`src/rtl/solar_adc_scheduler_pkg.sv`:
```
// solar_pkg: shared types and constants for the solar monitor ADC scheduler.
//   state_t    - scheduler FSM states
//   ADC_*      - MCP3008-style frame geometry
//   adc_cmd()  - 5-bit command word {START, SGL, ch}
//   first_set()- lowest set mask bit at or above an index; bit 3 set = none
package solar_pkg;

    typedef enum logic [2:0] {
        IDLE,
        CS_SETUP,
        SHIFT,
        CS_HOLD,
        NEXT
    } state_t;

    localparam int ADC_FRAME_BITS = 16;
    localparam int ADC_DATA_BITS  = 10;
    localparam int ADC_CMD_BITS   = 5;

    localparam logic ADC_START = 1'b1;
    localparam logic ADC_SGL   = 1'b1;   // single-ended conversion

    function automatic logic [ADC_CMD_BITS-1:0] adc_cmd(input logic [2:0] ch);
        return {ADC_START, ADC_SGL, ch};
    endfunction

    // Scans downward so the last hit is the lowest qualifying index.
    function automatic logic [3:0] first_set(input logic [7:0] mask, input logic [3:0] from);
        logic [3:0] r;
        r = 4'b1000;
        for (int i = 7; i >= 0; i--) begin
            if (mask[i] && i >= int'(from)) r = {1'b0, 3'(i)};
        end
        return r;
    endfunction

endpackage

```
`src/rtl/solar_adc_scheduler_if.sv`:
```
// solar_adc_scheduler_if: ADC pin bundle plus the tagged-sample output bus.
//   master: scheduler side (drives SPI pins and sample/status outputs)
//   slave : pad/monitor side (drives adc_miso_i)
interface solar_adc_scheduler_if;
    import solar_pkg::*;

    logic                     adc_cs_n_o;
    logic                     adc_sclk_o;
    logic                     adc_mosi_o;
    logic                     adc_miso_i;
    logic                     sample_valid_o;
    logic [2:0]               sample_ch_o;
    logic [ADC_DATA_BITS-1:0] sample_data_o;
    logic                     scan_done_o;
    logic                     busy_o;
    logic                     overrun_o;

    modport master (
        output adc_cs_n_o, adc_sclk_o, adc_mosi_o,
        output sample_valid_o, sample_ch_o, sample_data_o,
        output scan_done_o, busy_o, overrun_o,
        input  adc_miso_i
    );

    modport slave (
        input  adc_cs_n_o, adc_sclk_o, adc_mosi_o,
        input  sample_valid_o, sample_ch_o, sample_data_o,
        input  scan_done_o, busy_o, overrun_o,
        output adc_miso_i
    );

endinterface

```
`src/rtl/solar_adc_scheduler_spi_adc_frame.sv`:
```
// spi_adc_frame: one 16-period SPI frame (SCLK idle low, CS handled by caller).
//   start : pulse in the last CS setup cycle; SCLK low phase of period 0 follows
//   abort : forces SCLK/MOSI low and stops the frame on the next edge
//   ch    : channel encoded into the command bits
//   done  : high during the final cycle of period 15 (combinational)
//   data  : 10-bit result, MSB first from periods 6..15
module spi_adc_frame
    import solar_pkg::*;
#(
    parameter int CLK_DIV = 4
) (
    input  logic                     clk,
    input  logic                     rst_n,
    input  logic                     start,
    input  logic                     abort,
    input  logic [2:0]               ch,
    input  logic                     miso,
    output logic                     sclk,
    output logic                     mosi,
    output logic                     done,
    output logic [ADC_DATA_BITS-1:0] data
);

    localparam int DIV_W  = $clog2(CLK_DIV);
    localparam int HALVES = 2 * ADC_FRAME_BITS;
    localparam int HALF_W = $clog2(HALVES);
    localparam logic [HALF_W-2:0] FIRST_DATA_PER = (HALF_W-1)'(ADC_FRAME_BITS - ADC_DATA_BITS);

    logic                    active;
    logic [DIV_W-1:0]        div_cnt;
    logic [HALF_W-1:0]       half;      // even = SCLK low phase, odd = high phase
    logic [ADC_CMD_BITS-1:0] cmd_sr;
    logic [ADC_CMD_BITS-1:0] cmd_w;
    logic                    last_div;

    assign cmd_w    = adc_cmd(ch);
    assign last_div = div_cnt == DIV_W'(CLK_DIV - 1);
    assign done     = active && last_div && half == HALF_W'(HALVES - 1);

    always_ff @(posedge clk or negedge rst_n) begin
        if (!rst_n) begin
            active  <= 1'b0;
            div_cnt <= '0;
            half    <= '0;
            cmd_sr  <= '0;
            sclk    <= 1'b0;
            mosi    <= 1'b0;
            data    <= '0;
        end else if (abort) begin
            active  <= 1'b0;
            div_cnt <= '0;
            half    <= '0;
            sclk    <= 1'b0;
            mosi    <= 1'b0;
        end else if (start) begin
            active  <= 1'b1;
            div_cnt <= '0;
            half    <= '0;
            sclk    <= 1'b0;
            mosi    <= cmd_w[ADC_CMD_BITS-1];
            cmd_sr  <= {cmd_w[ADC_CMD_BITS-2:0], 1'b0};
        end else if (active) begin
            if (last_div) begin
                div_cnt <= '0;
                half    <= half + 1'b1;
                if (done) begin
                    active <= 1'b0;
                    sclk   <= 1'b0;
                    mosi   <= 1'b0;
                end else if (!half[0]) begin
                    // rising edge: capture MISO only in the data periods
                    sclk <= 1'b1;
                    if (half[HALF_W-1:1] >= FIRST_DATA_PER)
                        data <= {data[ADC_DATA_BITS-2:0], miso};
                end else begin
                    // falling edge: next command bit; shifter drains to 0 after bit 4
                    sclk   <= 1'b0;
                    mosi   <= cmd_sr[ADC_CMD_BITS-1];
                    cmd_sr <= {cmd_sr[ADC_CMD_BITS-2:0], 1'b0};
                end
            end else begin
                div_cnt <= div_cnt + 1'b1;
            end
        end
    end

endmodule

```
`src/rtl/solar_adc_scheduler.sv`:
```
// solar_adc_scheduler: periodic scan controller for an 8-channel SPI ADC.
//   wb_clk_i   : clock
//   wb_rst_n_i : async active-low reset
//   enable_i   : run periodic scans; low aborts any scan and clears overrun
//   ch_mask_i  : channel enables, latched at scan start
//   adc        : SPI pins and sample/scan_done/busy/overrun outputs (master)
module solar_adc_scheduler
    import solar_pkg::*;
#(
    parameter int NUM_CH  = 4,
    parameter int CLK_DIV = 4,
    parameter int PERIOD  = 1000
) (
    input  logic                 wb_clk_i,
    input  logic                 wb_rst_n_i,
    input  logic                 enable_i,
    input  logic [NUM_CH-1:0]    ch_mask_i,
    solar_adc_scheduler_if.master adc
);

    localparam int PER_W = $clog2(PERIOD);
    localparam int TMR_W = $clog2(2 * CLK_DIV);

    logic [PER_W-1:0]         per_cnt;
    logic                     tick;
    state_t                   state;
    logic [TMR_W-1:0]         tmr;
    logic [7:0]               mask_in;
    logic [7:0]               mask_q;
    logic [2:0]               cur_ch;
    logic [3:0]               first_ch;
    logic [3:0]               next_ch;
    logic                     cs_n_q, valid_q, done_q, busy_q, ovr_q;
    logic [2:0]               s_ch_q;
    logic [ADC_DATA_BITS-1:0] s_data_q;
    logic                     frame_start, frame_done, sclk, mosi;
    logic [ADC_DATA_BITS-1:0] frame_data;

    assign tick        = enable_i && per_cnt == '0;
    assign mask_in     = 8'(ch_mask_i);
    assign first_ch    = first_set(mask_in, 4'd0);
    assign next_ch     = first_set(mask_q, {1'b0, cur_ch} + 4'd1);
    assign frame_start = enable_i && state == CS_SETUP && tmr == TMR_W'(CLK_DIV - 1);

    // Free-running scan period; parked at 0 so enabling ticks immediately.
    always_ff @(posedge wb_clk_i or negedge wb_rst_n_i) begin
        if (!wb_rst_n_i)                           per_cnt <= '0;
        else if (!enable_i)                        per_cnt <= '0;
        else if (per_cnt == PER_W'(PERIOD - 1))    per_cnt <= '0;
        else                                       per_cnt <= per_cnt + 1'b1;
    end

    always_ff @(posedge wb_clk_i or negedge wb_rst_n_i) begin
        if (!wb_rst_n_i) begin
            state    <= IDLE;
            tmr      <= '0;
            mask_q   <= '0;
            cur_ch   <= '0;
            cs_n_q   <= 1'b1;
            valid_q  <= 1'b0;
            done_q   <= 1'b0;
            busy_q   <= 1'b0;
            ovr_q    <= 1'b0;
            s_ch_q   <= '0;
            s_data_q <= '0;
        end else begin
            valid_q <= 1'b0;
            done_q  <= 1'b0;
            if (!enable_i) begin
                // abort wins over any sample/done that would fire this edge
                state  <= IDLE;
                cs_n_q <= 1'b1;
                busy_q <= 1'b0;
                ovr_q  <= 1'b0;
            end else begin
                if (tick && state != IDLE) ovr_q <= 1'b1;
                case (state)
                    IDLE: if (tick) begin
                        mask_q <= mask_in;
                        if (first_ch[3]) begin
                            done_q <= 1'b1;
                        end else begin
                            busy_q <= 1'b1;
                            cur_ch <= first_ch[2:0];
                            cs_n_q <= 1'b0;
                            tmr    <= '0;
                            state  <= CS_SETUP;
                        end
                    end
                    CS_SETUP: begin
                        tmr <= tmr + 1'b1;
                        if (frame_start) state <= SHIFT;
                    end
                    SHIFT: if (frame_done) begin
                        state    <= CS_HOLD;
                        cs_n_q   <= 1'b1;
                        tmr      <= '0;
                        valid_q  <= 1'b1;
                        s_ch_q   <= cur_ch;
                        s_data_q <= frame_data;
                    end
                    CS_HOLD: begin
                        tmr <= tmr + 1'b1;
                        if (tmr == TMR_W'(2 * CLK_DIV - 1)) state <= NEXT;
                    end
                    NEXT: if (next_ch[3]) begin
                        state  <= IDLE;
                        busy_q <= 1'b0;
                        done_q <= 1'b1;
                    end else begin
                        cur_ch <= next_ch[2:0];
                        cs_n_q <= 1'b0;
                        tmr    <= '0;
                        state  <= CS_SETUP;
                    end
                    default: state <= IDLE;
                endcase
            end
        end
    end

    spi_adc_frame #(.CLK_DIV(CLK_DIV)) u_frame (
        .clk   (wb_clk_i),
        .rst_n (wb_rst_n_i),
        .start (frame_start),
        .abort (!enable_i),
        .ch    (cur_ch),
        .miso  (adc.adc_miso_i),
        .sclk  (sclk),
        .mosi  (mosi),
        .done  (frame_done),
        .data  (frame_data)
    );

    assign adc.adc_cs_n_o     = cs_n_q;
    assign adc.adc_sclk_o     = sclk;
    assign adc.adc_mosi_o     = mosi;
    assign adc.sample_valid_o = valid_q;
    assign adc.sample_ch_o    = s_ch_q;
    assign adc.sample_data_o  = s_data_q;
    assign adc.scan_done_o    = done_q;
    assign adc.busy_o         = busy_q;
    assign adc.overrun_o      = ovr_q;

endmodule

```
`src/flat_wrapper.sv`:
```
// flat-port wrapper written by rule: the top's interface ports become plain ports
module solar_adc_scheduler_flat import solar_pkg::*;
#(
    parameter int NUM_CH  = 4,
    parameter int CLK_DIV = 4,
    parameter int PERIOD  = 1000
)
  (wb_clk_i, wb_rst_n_i, enable_i, ch_mask_i, adc_adc_cs_n_o, adc_adc_sclk_o, adc_adc_mosi_o, adc_sample_valid_o, adc_sample_ch_o, adc_sample_data_o, adc_scan_done_o, adc_busy_o, adc_overrun_o, adc_adc_miso_i);
  solar_adc_scheduler_if adc_i ();
  input  logic wb_clk_i;
  input  logic wb_rst_n_i;
  input  logic enable_i;
  input  logic [NUM_CH-1:0] ch_mask_i;
  output wire logic [$bits(adc_i.adc_cs_n_o)-1:0] adc_adc_cs_n_o;
  output wire logic [$bits(adc_i.adc_sclk_o)-1:0] adc_adc_sclk_o;
  output wire logic [$bits(adc_i.adc_mosi_o)-1:0] adc_adc_mosi_o;
  output wire logic [$bits(adc_i.sample_valid_o)-1:0] adc_sample_valid_o;
  output wire logic [$bits(adc_i.sample_ch_o)-1:0] adc_sample_ch_o;
  output wire logic [$bits(adc_i.sample_data_o)-1:0] adc_sample_data_o;
  output wire logic [$bits(adc_i.scan_done_o)-1:0] adc_scan_done_o;
  output wire logic [$bits(adc_i.busy_o)-1:0] adc_busy_o;
  output wire logic [$bits(adc_i.overrun_o)-1:0] adc_overrun_o;
  input wire logic [$bits(adc_i.adc_miso_i)-1:0] adc_adc_miso_i;
  assign adc_adc_cs_n_o = adc_i.adc_cs_n_o;
  assign adc_adc_sclk_o = adc_i.adc_sclk_o;
  assign adc_adc_mosi_o = adc_i.adc_mosi_o;
  assign adc_sample_valid_o = adc_i.sample_valid_o;
  assign adc_sample_ch_o = adc_i.sample_ch_o;
  assign adc_sample_data_o = adc_i.sample_data_o;
  assign adc_scan_done_o = adc_i.scan_done_o;
  assign adc_busy_o = adc_i.busy_o;
  assign adc_overrun_o = adc_i.overrun_o;
  assign adc_i.adc_miso_i = adc_adc_miso_i;
  solar_adc_scheduler #(.NUM_CH(NUM_CH), .CLK_DIV(CLK_DIV), .PERIOD(PERIOD)) u_core (.wb_clk_i(wb_clk_i), .wb_rst_n_i(wb_rst_n_i), .enable_i(enable_i), .ch_mask_i(ch_mask_i), .adc(adc_i));
endmodule
```
`config.mk`:
```
export PLATFORM = sky130hd
export DESIGN_NAME = solar_adc_scheduler_flat
export DESIGN_NICKNAME = d
export VERILOG_FILES = /design/src/rtl/solar_adc_scheduler_pkg.sv /design/src/rtl/solar_adc_scheduler_if.sv /design/src/rtl/solar_adc_scheduler_spi_adc_frame.sv /design/src/rtl/solar_adc_scheduler.sv /design/src/flat_wrapper.sv
export SDC_FILE = /design/constraint.sdc
export NUM_CORES = 1
export LEC_CHECK = 0
export CORE_MARGIN = 2
export CORE_UTILIZATION = 42
export CTS_BUF_LIST = sky130_fd_sc_hd__clkbuf_16
export DETAILED_ROUTE_END_ITERATION = 10
export PLACE_DENSITY_LB_ADDON = 0.1
export SETUP_SLACK_MARGIN = 0.15
export SLEW_MARGIN = 15
export SYNTH_ARGS = -nofsm -noshare
export SYNTH_HDL_FRONTEND = slang
export SYNTH_HIERARCHICAL = 1
export SYNTH_SLANG_ARGS = --single-unit
```
`constraint.sdc`:
```
create_clock -name wb_clk_i -period 6.03 [get_ports wb_clk_i]
set_input_delay 1.206 -clock wb_clk_i [delete_from_list [all_inputs] [get_ports wb_clk_i]]
set_output_delay 1.206 -clock wb_clk_i [all_outputs]
set_load 0.01 [all_outputs]
```
==> flow_metrics.env <==
export IMPL_outcome="finished clean"
export IMPL_track_usage_pct=16.55
export IMPL_syn_area_mm2=0.002973
export IMPL_worstSetupPathType="input pin to flop"
export IMPL_core_area_mm2=0.006832
export IMPL_cts_setup_buffers=0
export IMPL_synth_most_common_cell="dfrtp_1"
export IMPL_finalHoldViolCount=0
export IMPL_cts_resized=0
export IMPL_die_h_um=88.13
export IMPL_fin_skew_ps=5.857
export IMPL_cp_start_kind="input pin"
export IMPL_drtIter0Drc=107
export IMPL_drc_errors=0
export IMPL_crit_family="simple AND/OR/NAND/NOR gates"
export IMPL_clk_pin_slew_ps=50
export IMPL_p_leak_nw=1.657
export IMPL_use_met3_pct=4.524
export IMPL_critPathRequiredTime_ps=6230
export IMPL_period_minus_slack_ps=3370
export IMPL_vias=2168
export IMPL_finalWeightedCongestion=0.7795
export IMPL_grt_max_degree=63
export IMPL_crit_start="enable_i"
export IMPL_grt_setup_unrepaired="false"
export IMPL_hold_buffers=0
export IMPL_setup_viol=0
export IMPL_placed_area_mm2=0.003284
export IMPL_cts_num_sinks=62
export IMPL_synth_cell_type_count=52
export IMPL_cpMaxStageDelayCell="nor3_1"
export IMPL_finalSetupTns_ps=0
export IMPL_die_area_mm2=0.007767
export IMPL_stdcell_area_mm2=0.003582
export IMPL_synth_seq_cells=62
export IMPL_viasPerCell=5.150
export IMPL_grt_first_pass_wirelength_um=9784
export IMPL_grt_antenna_before_repair=0
export IMPL_nets=336
export IMPL_synthCells=294
export IMPL_die_w_um=88.13
export IMPL_yosys_top_cells_count="61 x dfrtp_1, 47 x nand2_1, 30 x nor2_1"
export IMPL_synth_area_per_cell_um2=10.11
export IMPL_rows=30
export IMPL_drive_gt1_share_pct=12.62
export IMPL_met1_usage_pct=22.54
export IMPL_path_cells="clkdlybuf4s50_1 -> nand3_1 -> nor3_1 -> or2_1 -> nor3_4 -> mux2_2"
export IMPL_wl_per_cell_um=13.47
export IMPL_synth_top_cell_area_share_pct=51.35
export IMPL_crit_path_max_incr_delay_ps=670
export IMPL_ir_drop_v=0.0001795
export IMPL_num_fill_cells=649
export IMPL_multi_input_area_mm2=0.001300
export IMPL_async_reset_ff_share_pct=100.0
export IMPL_worstPathMaxFanout=10
export IMPL_cp_end_kind="flop"
export IMPL_syn_to_final_growth_pct=20.50
export IMPL_synth_area_leaders="dfrtp_1 51%, mux2_2 6.8%, nand2_1 5.9%, nor2_1 3.8%, ha_1 3.4%"
export IMPL_drtPass1Iterations=4
export IMPL_cp_num_buf_inv=1
export IMPL_hold_worst_slack_ps=468.7
export IMPL_clk_insertion_delay_late_ps=320
export IMPL_max_freq_ghz=0.2968
export IMPL_use_met2_pct=25.00
export IMPL_min_from="u_core/adc.sample_data_o[6]"
export IMPL_worst_pin_slew_ps=848.3
export IMPL_cts_buffer_depth=2
export IMPL_ys_flop_type="dfrtp_1"
export IMPL_cts_tree="yes"
export IMPL_cap_violations=0
export IMPL_total_power_w=0.001177
export IMPL_grt_pass1_vias=2058
export IMPL_r2r_start="u_core/u_frame/half[0]"
export IMPL_finalCritPeriodShare_pct=55.88
export IMPL_clockRootBuffer="clkbuf_16"
export IMPL_hold_class="flop to flop"
export IMPL_yosysSeqAreaShare_pct=52.23
export IMPL_numCtsBuffers=9
export IMPL_drv_slew=0
export IMPL_yosys_area_top_type="dfrtp_1"
export IMPL_ant_nets=0
export IMPL_port_buffers=26
export IMPL_diodes=0
export IMPL_regArea_mm2=0.001553
export IMPL_overflow=0
export IMPL_arrival_ps=3570
export IMPL_synth_edff_count=0
export IMPL_maxSlewHeadroom_pct=43.01
export IMPL_dp_hpwl_um=3670
export IMPL_wl_um=5669
export IMPL_power_density_mw_per_mm2=328.5
export IMPL_ys_warn_count=6
export IMPL_gr_max_usage_layer="met2"
export IMPL_io_pins=28
export IMPL_cts_max_level=3
export IMPL_start_util_pct=43.52
-- worst register-to-register path: cells and delay by family (launching register included) --
kind	cells	cell delay, ps
DFF	1	470
buffers and inverters	1	570
adders and majority gates	2	420
and+or+nand+nor	5	1160
-- final timing paths --
| check | endpoint | slack, ps | depth (start not counted) |
|---|---|---|---|
| min | u_core/adc.sample_data_o[6] | 470 | 2 |
| max reg2reg | u_core/adc.sample_ch_o[0] | 3350 | 8 |
| max | u_core/u_frame/data[4] | 2660 | 6 |
| max in group asynchronous | u_core/per_cnt[5] | 4480 | 2 |
| min reg2reg | u_core/adc.sample_data_o[6] | 470 | 2 |
| min in group asynchronous | u_core/u_frame/half[0] | 1050 | 2 |
-- per-stage QoR --
stage / cells / utilization, % / setup slack (ps)
2_1_floorplan: 295 / - / 3186
3_3_place_gp: 405 / 48.08 / 2411
3_5_place_dp: 405 / 48.08 / 2292
4_1_cts: 421 / 52.44 / 2648
5_1_grt: 421 / 52.44 / 2454
6_report: 421 / 52.44 / 2660
-- registers in the layout, indices dropped and copies added, names as in the netlist, 2 cells and up --
signal	cells
u_core/adc.sample_ch_o	2
u_core/adc.sample_data_o	10
u_core/cur_ch	2
u_core/mask_q	3
u_core/per_cnt	10
u_core/state	3
u_core/tmr	3
u_core/u_frame/cmd_sr	4
u_core/u_frame/data	10
u_core/u_frame/div_cnt	2
u_core/u_frame/half	5
-- cells in the final DEF (no fill, tap or decap), types with 3 or more instances in the layout --
cell type	instances
dfrtp_1	61
nand2_1	47
nor2_1	30
clkdlybuf4s50_1	25
mux2_2	18
inv_1	12
a21oi_1	11
nand3_1	10
clkbuf_16	9
ha_1	8
xnor2_1	6
o21ai_0	6
nand4_1	5
xor2_1	5
and3_1	5
nor3_1	5
nand2b_1	4
nor4_1	3
nor2b_1	3
o31ai_1	3
nor3b_1	3
-- per-layer routing --
| layer | vias up | wire (um) | part of all wire [%] |
|---|---|---|---|
| li1 | 1064 | - | - |
| met4 | 0 | 53 | 0.93 |
| met3 | 6 | 211 | 3.7 |
| met1 | 1058 | 2797 | 49 |
| met2 | 40 | 2607 | 46 |
| met5 | - | 0 | 0 |
-- power by group --
group | total, W | internal (W) | switching (W)
logic | 0.000162 | 0.0000805 | 0.0000815
clock network | 0.000510 | 0.000321 | 0.000189
registers | 0.000505 | 0.000456 | 0.0000486
-- cell families after synthesis --
logic type / synth area share, %
other cells: 0.1261
fa+ha+maj: 3.367
buf+inv: 4.166
mux: 7.491
compound gates: 8.166
simple gates: 21.21
xor+xnor: 3.241
flops: 52.23
-- cell type report --
cell class | instances | area share [%]
Clock inverter | 7 | 2.026
Tap cell | 96 | 3.353
Clock buffer | 9 | 6.287
Multi-Input combinational cell | 207 | 36.29
Inverter | 13 | 1.362
Sequential cell | 62 | 43.35
Timing Repair Buffer | 27 | 7.335
No activity file was read; power rests on OpenSTA's default activity.
